--- src/rtl/pe_cfg_pkg.sv ---
// Shared types for PE programming: instruction word, opcodes and sequencer states.
package pe_cfg_pkg;

  localparam int PKG_INSTR_W = 4;

  typedef logic [PKG_INSTR_W-1:0] instr_t;

  localparam instr_t OP_FADD      = 4'b0000;
  localparam instr_t OP_FMUL      = 4'b0001;
  localparam instr_t OP_DATA_ONLY = 4'b0010;
  localparam instr_t OP_FMA       = 4'b0011;
  localparam instr_t OP_SYS_FMA   = 4'b1010;

  typedef enum logic [2:0] {
    ST_IDLE,
    ST_CLEAR,
    ST_PROG,
    ST_FINISH,
    ST_RUN
  } state_t;

endpackage

--- src/rtl/pe_instr_table.sv ---
// Per-PE compute instruction store: one write port, bulk clear, all entries readable at once.
module pe_instr_table #(
  parameter int NUM_PE  = 12,
  parameter int INSTR_W = 4,
  parameter int ID_W    = $clog2(NUM_PE)
) (
  input  logic                        clk,
  input  logic                        reset,
  input  logic                        clear,
  input  logic                        wr_en,
  input  logic [ID_W-1:0]             wr_addr,
  input  logic [INSTR_W-1:0]          wr_data,
  output logic [NUM_PE*INSTR_W-1:0]   rd_all
);

  logic [INSTR_W-1:0] mem [NUM_PE];

  always_ff @(posedge clk) begin
    if (reset || clear) begin
      for (int i = 0; i < NUM_PE; i++) mem[i] <= '0;
    end else if (wr_en) begin
      for (int i = 0; i < NUM_PE; i++) begin
        if (ID_W'(i) == wr_addr) mem[i] <= wr_data;
      end
    end
  end

  for (genvar g = 0; g < NUM_PE; g++) begin : g_rd
    assign rd_all[g*INSTR_W +: INSTR_W] = mem[g];
  end

endmodule

--- src/rtl/pe_program_sequencer.sv ---
// Programs a PE array from a config beat stream (clear, per-PE loads), then holds
// each PE's compute instruction from the internal table during RUN.
//
// state     | meaning
// ST_IDLE   | waiting for start_prog, table retained
// ST_CLEAR  | one-cycle broadcast PE reset, table and cfg_err cleared
// ST_PROG   | accepting config beats, one load per cycle
// ST_FINISH | one-cycle prog_done, last beat's load issues here
// ST_RUN    | PEs compute from table; start_prog reprograms, stop idles
module pe_program_sequencer
  import pe_cfg_pkg::*;
#(
  parameter int NUM_PE  = 12,
  parameter int DATA_W  = 32,
  parameter int INSTR_W = 4,
  parameter int ID_W    = $clog2(NUM_PE)
) (
  input  logic                       clk,
  input  logic                       reset,
  input  logic                       start_prog,
  input  logic                       stop,
  input  logic                       cfg_valid,
  output logic                       cfg_ready,
  input  logic [ID_W-1:0]            cfg_pe_id,
  input  logic [INSTR_W-1:0]         cfg_instr,
  input  logic [DATA_W-1:0]          cfg_data,
  input  logic                       cfg_last,
  output logic                       pe_reset,
  output logic [NUM_PE-1:0]          pe_load,
  output logic [NUM_PE*INSTR_W-1:0]  pe_instruction,
  output logic [DATA_W-1:0]          pe_data,
  output logic                       running,
  output logic                       prog_done,
  output logic                       cfg_err
);

  state_t                      state, state_nxt;
  logic                        accept, in_range, tbl_clear, tbl_wr;
  logic [NUM_PE*INSTR_W-1:0]   tbl_rd, instr_nxt;
  logic [NUM_PE-1:0]           load_nxt;

  assign accept    = cfg_valid & cfg_ready;
  // Extra bit keeps the compare valid when NUM_PE is a power of two.
  assign in_range  = {1'b0, cfg_pe_id} < (ID_W+1)'(NUM_PE);
  assign tbl_clear = (state_nxt == ST_CLEAR);
  assign tbl_wr    = accept & in_range & (cfg_instr != INSTR_W'(OP_DATA_ONLY));

  always_comb begin
    state_nxt = state;
    case (state)
      ST_IDLE:   if (start_prog) state_nxt = ST_CLEAR;
      ST_CLEAR:  state_nxt = ST_PROG;
      ST_PROG:   if (accept && cfg_last) state_nxt = ST_FINISH;
      ST_FINISH: state_nxt = ST_RUN;
      ST_RUN: begin
        if (start_prog)  state_nxt = ST_CLEAR;
        else if (stop)   state_nxt = ST_IDLE;
      end
      default:   state_nxt = ST_IDLE;
    endcase
  end

  // The table already holds any write from this edge's beat one cycle later, so
  // only the load cycle needs the beat's own instruction overlaid (data-only case).
  always_comb begin
    load_nxt  = '0;
    instr_nxt = tbl_clear ? '0 : tbl_rd;
    if (accept && in_range) begin
      for (int i = 0; i < NUM_PE; i++) begin
        if (ID_W'(i) == cfg_pe_id) begin
          load_nxt[i]                       = 1'b1;
          instr_nxt[i*INSTR_W +: INSTR_W]   = cfg_instr;
        end
      end
    end
  end

  always_ff @(posedge clk) begin
    if (reset) begin
      state          <= ST_IDLE;
      cfg_ready      <= 1'b0;
      pe_reset       <= 1'b0;
      pe_load        <= '0;
      pe_instruction <= '0;
      pe_data        <= '0;
      running        <= 1'b0;
      prog_done      <= 1'b0;
      cfg_err        <= 1'b0;
    end else begin
      state          <= state_nxt;
      cfg_ready      <= (state_nxt == ST_PROG);
      pe_reset       <= (state_nxt == ST_CLEAR);
      pe_load        <= load_nxt;
      pe_instruction <= instr_nxt;
      running        <= (state_nxt == ST_RUN);
      prog_done      <= (state_nxt == ST_FINISH);
      if (accept && in_range) pe_data <= cfg_data;
      if (tbl_clear)                 cfg_err <= 1'b0;
      else if (accept && !in_range)  cfg_err <= 1'b1;
    end
  end

  pe_instr_table #(
    .NUM_PE  (NUM_PE),
    .INSTR_W (INSTR_W),
    .ID_W    (ID_W)
  ) u_table (
    .clk     (clk),
    .reset   (reset),
    .clear   (tbl_clear),
    .wr_en   (tbl_wr),
    .wr_addr (cfg_pe_id),
    .wr_data (cfg_instr),
    .rd_all  (tbl_rd)
  );

endmodule

--- config.mk ---
export PLATFORM = sky130hd
export DESIGN_NAME = pe_program_sequencer
export DESIGN_NICKNAME = d
export VERILOG_FILES = /design/src/rtl/pe_cfg_pkg.sv /design/src/rtl/pe_instr_table.sv /design/src/rtl/pe_program_sequencer.sv
export SDC_FILE = /design/constraint.sdc
export NUM_CORES = 1
export LEC_CHECK = 0
export BUFFER_PORTS_ARGS = -buffer_cell sky130_fd_sc_hd__buf_4
export CORE_UTILIZATION = 30
export CTS_CLUSTER_SIZE = 25
export DETAILED_ROUTE_END_ITERATION = 16
export HOLD_SLACK_MARGIN = 0.12
export SYNTH_ARGS = -nofsm -noshare
export SYNTH_HDL_FRONTEND = slang
export SYNTH_HIERARCHICAL = 1
export SYNTH_SLANG_ARGS = --single-unit
--- constraint.sdc ---
create_clock -name clk -period 5 [get_ports clk]
set_clock_uncertainty 0.1 [all_clocks]
set_input_delay 1.5 -clock clk [delete_from_list [all_inputs] [get_ports clk]]
set_output_delay 1.5 -clock clk [all_outputs]
set_load 0.005 [all_outputs]
==> results of run 1 <==
-- cells by family after synthesis --
group	count (synthesis)	share of synthesized area, %
buf+inv	59	5.20
compound gates	127	14.2
flops	148	59.9
simple gates	187	20.6
xor+xnor	1	0.152
-- flip-flops by register name, indices dropped and copies added (netlist names) --
signal	cells
pe_instruction	48
u_table/mem	48
pe_data	32
pe_load	12
state	3
cfg_err	1
cfg_ready	1
pe_reset	1
prog_done	1
running	1
-- per-stage QoR --
stage	setup slack [ps]	instance area, sq um	utilization [%]
after floorplan	1560	5750	-
after global placement	1120	6880	36.6
after detailed placement	995	6880	36.6
after CTS	1440	7420	39.5
after global routing	1130	7420	39.5
final	1380	7420	39.5
-- final cells by class --
type                            instances  area share [%]
Inverter                                5           0.253
Sequential cell                       148            46.4
Multi-Input combinational cell        315            27.1
Clock buffer                           19            5.84
Tap cell                              234            3.95
Clock inverter                         13            1.47
Timing Repair Buffer                  148            15.0
-- layer usage --
| metal | vias up | share of wire [%] | routed length (microns) |
|---|---|---|---|
| li1 | 2133 | - | - |
| met1 | 2201 | 43 | 6670 |
| met2 | 145 | 49 | 7730 |
| met5 | - | 0 | 0 |
| met4 | 0 | 2.8 | 441 |
| met3 | 31 | 5.3 | 826 |
-- path summary, 6_finish.rpt --
kind | from | to | cells after the start
max | cfg_pe_id[2] | u_table/mem[1][2] | 6
min | pe_data[31] | pe_data[31] | 2
max reg2reg | cfg_ready | u_table/mem[1][2] | 4
min reg2reg | pe_data[31] | pe_data[31] | 2
-- Yosys cell counts, types with 3 or more instances --
master,n
edfxtp_1,48
o21ai_1,4
nor2_1,11
inv_1,5
nor3_2,31
clkbuf_1,31
or3b_4,3
o21ai_0,40
buf_2,14
nand2_1,3
a31o_2,48
nand2b_1,8
buf_6,8
or2_1,4
a21oi_1,35
nand3_1,32
or2_2,10
dfxtp_1,100
nor3_1,66
-- power by group --
group          total (W)  switching (W)  internal, W  leakage, nW
sequential       0.00133      0.0000250      0.00130         1.33
clock            0.00117       0.000490     0.000680        0.253
combinational   0.000218       0.000129    0.0000896         1.20
total            0.00271       0.000644      0.00207         2.79
-- worst max-delay path: stages --
cell	delay [ps]
buf_4	140
and2_0	140
buf_4	230
nor3_1	340
nand3b_1	540
o21ai_0	680
==> flow_metrics.env, run 1 <==
export IMPL_fill_cells=1796
export IMPL_die_w_microns=140
export IMPL_grt_usage_pct=16.0
export IMPL_hold_slack_ps=378
export IMPL_outcome="finished clean"
export IMPL_post_cts_resized=0
export IMPL_synth_largest_area_cell="dfxtp_1"
export IMPL_grt_pass1_wl_microns=23900
export IMPL_overflow=0
export IMPL_areaGrowthSynthToFinish_pct=29.0
export IMPL_die_y_microns=140
export IMPL_drive_gt1_share_pct=42.0
export IMPL_wl_microns=15700
export IMPL_syn_avg_cell_area_sq_um=11.0
export IMPL_synthArstFlopShare_pct=0
export IMPL_synthTopCellsByArea="dfxtp_1 (35%), edfxtp_1 (25%), a31o_2 (7.3%), nor3_1 (5.7%), nor3_2 (5.4%)"
export IMPL_synthCells=522
export IMPL_initial_core_util_pct=30.6
export IMPL_syn_nets=568
export IMPL_fin_crit_sh_pct=72.4
export IMPL_use_met3_pct=4.21
export IMPL_yosysTopAreaCellShare_pct=34.8
export IMPL_synth_edff_count=48
export IMPL_maxSlewHeadroom_pct=20.7
export IMPL_antenna_found_initial=0
export IMPL_p_leak_nw=2.79
export IMPL_rsz0062_at_grt="no"
export IMPL_fmaxAchievable_mhz=276
export IMPL_p_total_w=0.00271
export IMPL_num_rows=50
export IMPL_cts_sinks=148
export IMPL_fin_setup_tns_ps=0
export IMPL_routedWlPerCell_microns=17.8
export IMPL_finalSetupViolations=0
export IMPL_end_kind="flop"
export IMPL_cts_buffers=17
export IMPL_yosysUniqueCellTypes=36
export IMPL_synth_warnings=6
export IMPL_regArea_sq_um=3440
export IMPL_p_per_area_nw_per_um2=366
export IMPL_stdcell_count=882
export IMPL_die_area_sq_um=19700
export IMPL_multi_input_area_sq_um=2010
export IMPL_layout_common_cells="buf_4 (148), dfxtp_1 (100), nor3_1 (66)"
export IMPL_postCtsSetupBuffers=0
export IMPL_io_pins=143
export IMPL_fp_coreArea_sq_um=18800
export IMPL_top_usage_layer="met2"
export IMPL_worstSetupPathType="input port to flop"
export IMPL_critPathLaunchType="input port"
export IMPL_hold_path_class="flop to flop"
export IMPL_min_period_ps=3620
export IMPL_clock_latency_ps=420
export IMPL_tightest_slew_ps=1190
export IMPL_drc=0
export IMPL_clk_pin_slew_ps=60
export IMPL_postCtsHoldBufs=0
export IMPL_placedCellCount=850
export IMPL_synth_ff_type="dfxtp_1"
export IMPL_grt_max_degree=58
export IMPL_synth_seq_cells=148
export IMPL_nets=681
export IMPL_gp_congestion=0.771
export IMPL_dp_hpwl_microns=10600
export IMPL_yosysSeqAreaShare_pct=59.9
export IMPL_ir_drop_mv=0.224
export IMPL_slew_violations=0
export IMPL_htree_num_levels=4
export IMPL_antenna_left=0
export IMPL_netlist_area_sq_um=5750
export IMPL_final_common_cell="buf_4"
export IMPL_drt_iter0_drc=306
export IMPL_first_pass_iters=4
export IMPL_vias_per_cell=5.11
export IMPL_cp_required_ps=4960
export IMPL_regToRegSetupSlack_ps=2450
export IMPL_cts_tree="built"
export IMPL_crit_fanout=34
export IMPL_vias=4510
export IMPL_maxCapViolations=0
export IMPL_port_buffers=142
export IMPL_use_met1_pct=19.2
export IMPL_diodes=0
export IMPL_grt_util_met2_pct=26.6
export IMPL_cts_root_buf="clkbuf_16"
export IMPL_grt_pass1_vias=4411
export IMPL_arrival_ps=3580
export IMPL_clockBufferDepth=2
export IMPL_hold_violations=0
No activity file was read; power rests on OpenSTA's default activity.
==> run 2, diff against run 1 <==
==> constraint.sdc (replaced) <==
create_clock -name clk -period 3.23 [get_ports clk]
set_clock_uncertainty 0.1 [all_clocks]
set_input_delay 0.969 -clock clk [delete_from_list [all_inputs] [get_ports clk]]
set_output_delay 0.969 -clock clk [all_outputs]
set_load 0.005 [all_outputs]
==> flow_metrics.env, run 2 (synthesized netlist as in run 1, its figures left out) <==
export IMPL_critPathLaunchType="input port"
export IMPL_io_pins=143
export IMPL_wl_microns=15700
export IMPL_biggestRegsByFlops="pe_instruction (48), u_table/mem (48), pe_data (32)"
export IMPL_placedCellCount=866
export IMPL_hold_violations=0
export IMPL_crit_fanout=10
export IMPL_maxCapViolations=0
export IMPL_layout_common_cells="buf_4 (164), dfxtp_1 (100), nor3_1 (66)"
export IMPL_clk_pin_slew_ps=60
export IMPL_post_cts_resized=0
export IMPL_antenna_left=0
export IMPL_cts_sinks=148
export IMPL_outcome="finished clean"
export IMPL_fill_cells=1765
export IMPL_htree_num_levels=4
export IMPL_holdPathStages=2
export IMPL_grt_pass1_wl_microns=24100
export IMPL_p_leak_nw=2.87
export IMPL_r2r_cells=4
export IMPL_slowest_delay_ps=570
export IMPL_clockBufferDepth=2
export IMPL_fmaxAchievable_mhz=390
export IMPL_min_period_ps=2570
export IMPL_die_area_sq_um=19700
export IMPL_regToRegSetupSlack_ps=970
export IMPL_dpl_cell_area_sq_um=7000
export IMPL_die_w_microns=140
export IMPL_maxSlewHeadroom_pct=48.4
export IMPL_drc=0
export IMPL_fin_area_sq_um=7550
export IMPL_die_y_microns=140
export IMPL_final_common_cell="buf_4"
export IMPL_cts_tree="built"
export IMPL_fin_setup_tns_ps=0
export IMPL_worstPathCellList="buf_4, and2_0, nor3_1, nand3b_1, o21ai_0"
export IMPL_first_pass_iters=8
export IMPL_hold_end="pe_data[20]"
export IMPL_cts_buffers=17
export IMPL_grt_max_degree=49
export IMPL_end_kind="flop"
export IMPL_fp_coreArea_sq_um=18800
export IMPL_overflow=0
export IMPL_port_buffers=142
export IMPL_routedWlPerCell_microns=17.5
export IMPL_gp_congestion=0.779
export IMPL_drt_iter0_drc=255
export IMPL_tightest_slew_ps=774
export IMPL_postCtsHoldBufs=0
export IMPL_clock_latency_ps=420
export IMPL_initial_core_util_pct=30.6
export IMPL_stdcell_count=898
export IMPL_vias=4526
export IMPL_grt_usage_pct=16.4
export IMPL_hold_start="pe_data[20]"
export IMPL_fin_crit_sh_pct=79.5
export IMPL_cp_top_family="simple AND/OR/NAND/NOR gates"
export IMPL_crit_path_top_delay_cell="o21ai_0"
export IMPL_ir_drop_mv=0.308
export IMPL_vias_per_cell=5.04
export IMPL_worstReg2RegStart="cfg_ready"
export IMPL_num_rows=50
export IMPL_postCtsSetupBuffers=0
export IMPL_drive_gt1_share_pct=43.4
export IMPL_worstSetupPathType="input port to flop"
export IMPL_cp_required_ps=3190
export IMPL_nets=697
export IMPL_p_per_area_nw_per_um2=560
export IMPL_crit_buf_inv=1
export IMPL_areaGrowthSynthToFinish_pct=31.3
export IMPL_slew_violations=0
export IMPL_dp_hpwl_microns=10800
export IMPL_arrival_ps=2520
export IMPL_finalSetupViolations=0
export IMPL_antenna_found_initial=0
export IMPL_reg2reg_to="u_table/mem[1][13]"
export IMPL_rsz0062_at_grt="no"
export IMPL_hold_path_class="flop to flop"
export IMPL_diodes=0
export IMPL_cts_root_buf="clkbuf_16"
export IMPL_grt_pass1_vias=4524
[run 2: changes by cell type in the layout (fill, tap and decap cells not counted)]
| cell | previous run | this run |
|---|---|---|
| clkinv_1 | 1 | 2 |
| clkbuf_8 | 0 | 1 |
| clkinvlp_4 | 5 | 2 |
| clkbuf_1 | 2 | 1 |
| buf_4 | 148 | 164 |
| clkinv_4 | 0 | 2 |
[run 2: final cells by class]
type                       count  area [sq um]  share of cell area (%)
tap                          234           293                    3.88
clock buffer                  19           443                    5.87
clock inverter                13           108                    1.43
multi-input combinational    315          2010                    26.6
timing repair buffer         164          1230                    16.3
sequential                   148          3440                    45.6
inverter                       5          18.8                   0.249
[run 2: worst max path at each step]
stage,cells past startpoint,startpoint,end,slack (ps)
finish,5,cfg_pe_id[2],u_table/mem[1][13],660
CTS,5,cfg_pe_id[2],u_table/mem[0][14],700
floorplan,7,cfg_pe_id[2],u_table/mem[0][12],320
global placement,5,cfg_pe_id[2],u_table/mem[0][8],330
global route,5,cfg_pe_id[2],u_table/mem[1][2],490
detailed placement,5,cfg_pe_id[2],u_table/mem[0][14],250
[run 2: where the power goes]
part	switching, W	internal (W)
Combinational	0.000203	0.000150
Sequential	0.0000377	0.00201
Clock	0.000748	0.00107
Total	0.000988	0.00324
[run 2: per-stage QoR]
step | utilization, % | hold WS [ps] | power [W] | setup slack [ps]
2_1_floorplan | - | 353 | 0.00226 | 320
3_3_place_gp | 37.3 | 361 | 0.00243 | 326
3_5_place_dp | 37.3 | 368 | 0.00244 | 250
4_1_cts | 40.2 | 378 | 0.00426 | 701
5_1_grt | 40.2 | 395 | 0.00438 | 494
6_report | 40.2 | 376 | 0.00423 | 663
[run 2: routing by layer]
metal  share of wire [%]  vias up  GRT usage [%]  routed length [microns]
met5                   0        -              0                        0
met4                 3.1        0           8.85                      480
met3                 6.1       35           4.31                      965
met2                  49      169           27.3                     7750
met1                  41     2148           19.2                     6500
li1                    -     2174              -                        -
[run 2: worst register-to-register path: stages (launching register included)]
cell      delay [ps]
dfxtp_1          440
nand2_1          110
nor3_1           310
nand3b_1         360
o21ai_0          580
==> run 3, diff against run 2 <==
==> constraint.sdc (replaced) <==
create_clock -name clk -period 2.3 [get_ports clk]
set_clock_uncertainty 0.1 [all_clocks]
set_input_delay 0.69 -clock clk [delete_from_list [all_inputs] [get_ports clk]]
set_output_delay 0.69 -clock clk [all_outputs]
set_load 0.005 [all_outputs]
==> flow_metrics.env, run 3 (synthesized netlist as in run 1, its figures left out) <==
export IMPL_stdcell_count=938
export IMPL_crit_buf_inv=4
export IMPL_cts_root_buf="clkbuf_16"
export IMPL_cts_sinks=148
export IMPL_fin_util_pct=42.3
export IMPL_hold_path_class="flop to flop"
export IMPL_p_per_area_nw_per_um2=761
export IMPL_arrival_ps=2190
export IMPL_wl_microns=15700
export IMPL_r2r_cells=5
export IMPL_min_period_ps=2110
export IMPL_regToRegSetupSlack_ps=300
export IMPL_switching_share_pct=23.2
export IMPL_ir_drop_mv=0.456
export IMPL_placedCellCount=906
export IMPL_grt_max_degree=49
export IMPL_slowest_delay_ps=630
export IMPL_cp_top_family="simple AND/OR/NAND/NOR gates"
export IMPL_fin_crit_sh_pct=91.8
export IMPL_maxCapViolations=0
export IMPL_biggestRegsByFlops="pe_instruction (48), u_table/mem (48), pe_data (32)"
export IMPL_worstSetupPathType="input port to flop"
export IMPL_initial_core_util_pct=30.6
export IMPL_gp_congestion=0.762
export IMPL_worstReg2RegStart="cfg_ready"
export IMPL_htree_num_levels=4
export IMPL_holdPathStages=2
export IMPL_worstPathCellList="buf_4, nor4b_1, nor3_4, buf_4, nand3b_1, buf_4, o21ai_0, buf_4"
export IMPL_fmaxAchievable_mhz=474
export IMPL_post_cts_resized=0
export IMPL_switching_power_w=0.00140
export IMPL_rsz0062_at_grt="no"
export IMPL_overflow=0
export IMPL_cts_tree="built"
export IMPL_die_w_microns=140
export IMPL_finalSetupViolations=0
export IMPL_drc=0
export IMPL_crit_fanout=8
export IMPL_pwr_share_comb_pct=9.2
export IMPL_num_rows=50
export IMPL_cts_buffers=17
export IMPL_vias=4641
export IMPL_critPathLaunchType="input port"
export IMPL_grt_usage_pct=16.5
export IMPL_nets=737
export IMPL_pwr_share_seq_pct=47.6
export IMPL_antenna_found_initial=0
export IMPL_diodes=0
export IMPL_hold_violations=0
export IMPL_io_pins=143
export IMPL_clockBufferDepth=2
export IMPL_p_leak_nw=3.08
export IMPL_drt_iter0_drc=284
export IMPL_antenna_left=0
export IMPL_port_buffers=142
export IMPL_final_common_cell="buf_4"
export IMPL_slew_violations=0
export IMPL_dp_hpwl_microns=11200
export IMPL_layout_common_cells="buf_4 (202), dfxtp_1 (100), nor3_1 (65)"
export IMPL_crit_path_top_delay_cell="nor4b_1"
export IMPL_crit_path_frequent_cell="buf_4"
export IMPL_vias_per_cell=4.95
export IMPL_cp_required_ps=2380
export IMPL_maxSlewHeadroom_pct=53.3
export IMPL_fp_coreArea_sq_um=18800
export IMPL_areaGrowthSynthToFinish_pct=38.1
export IMPL_postCtsSetupBuffers=0
export IMPL_postCtsHoldBufs=0
export IMPL_hold_start="pe_data[22]"
export IMPL_drive_gt1_share_pct=47.3
export IMPL_clkPwrFrac_pct=43.1
export IMPL_outcome="finished clean"
export IMPL_die_area_sq_um=19700
export IMPL_die_y_microns=140
export IMPL_first_pass_iters=4
export IMPL_clock_latency_ps=420
export IMPL_routedWlPerCell_microns=16.7
export IMPL_p_int_w=0.00464
export IMPL_reg2reg_to="u_table/mem[0][6]"
export IMPL_fill_cells=1782
export IMPL_grt_pass1_vias=4700
export IMPL_grt_pass1_wl_microns=24700
export IMPL_end_kind="flop"
export IMPL_hold_end="pe_data[22]"
export IMPL_tightest_slew_ps=690
export IMPL_clk_pin_slew_ps=60
-- run 3: cell types whose count changed in the layout (fill, tap and decap cells not counted), moves of 2 or more --
cell	previous run	this run
clkinv_1	2	0
o21ai_0	40	38
buf_12	0	2
buf_4	164	202
o21ai_4	0	4
inv_4	0	2
o21ai_1	4	2
clkbuf_1	1	3
-- run 3: power groups by stage --
stage | registers, W | logic [W] | clock network (W)
2_1_floorplan | 0.00292 | 0.000268 | 0
3_3_place_gp | 0.00293 | 0.000548 | 0
3_5_place_dp | 0.00293 | 0.000559 | 0
4_1_cts | 0.00288 | 0.000562 | 0.00267
5_1_grt | 0.00289 | 0.000602 | 0.00278
6_report | 0.00288 | 0.000559 | 0.00261
-- run 3: routing by layer --
metal / global-route usage (%) / up-vias / part of all wire, %
met4: 8.50 / 0 / 2.5
met1: 20.1 / 2239 / 42
met2: 27.4 / 120 / 50
li1: - / 2254 / -
met5: 0 / - / 0
met3: 3.66 / 28 / 5.2
-- run 3: area by class of cell --
class,instances,area (sq um),area share (%)
repair buffers,204,1560,19.6
flip-flops and latches,148,3440,43.4
inverters,5,18.8,0.236
clock inverters,11,100,1.26
clock buffers,21,462,5.82
multi-input cells,315,2070,26.0
well taps,234,293,3.69
-- run 3: stage by stage --
step	power [W]	worst slack (ps)	setup TNS [ps]	cell area, sq um	hold slack [ps]
final	0.00604	190	0	7940	374
after global routing	0.00627	159	0	7940	392
after CTS	0.00611	227	0	7940	376
after detailed placement	0.00349	-211	-11750	7380	368
after global placement	0.00348	-138	-8040	7380	363
after floorplan	0.00319	-59.7	-1640	5820	353
-- run 3: worst max-delay path by stage --
stage                       startpoint                 end  slack [ps]  depth (start not counted)
after floorplan           cfg_pe_id[2]  u_table/mem[1][10]         -60                          7
after CTS                 cfg_instr[0]  u_table/mem[1][15]         230                          8
after global placement    cfg_instr[0]  u_table/mem[1][13]        -140                          8
final                     cfg_instr[0]  u_table/mem[1][15]         190                          8
after global routing      cfg_instr[0]  u_table/mem[1][15]         160                          8
after detailed placement  cfg_instr[0]  u_table/mem[1][15]        -210                          8
-- run 3: worst register-to-register path, delay by kind of cell (launching register included) --
kind / cells / cell delay [ps]
flops: 1 / 480
buf+inv: 1 / 190
simple gates: 4 / 1070
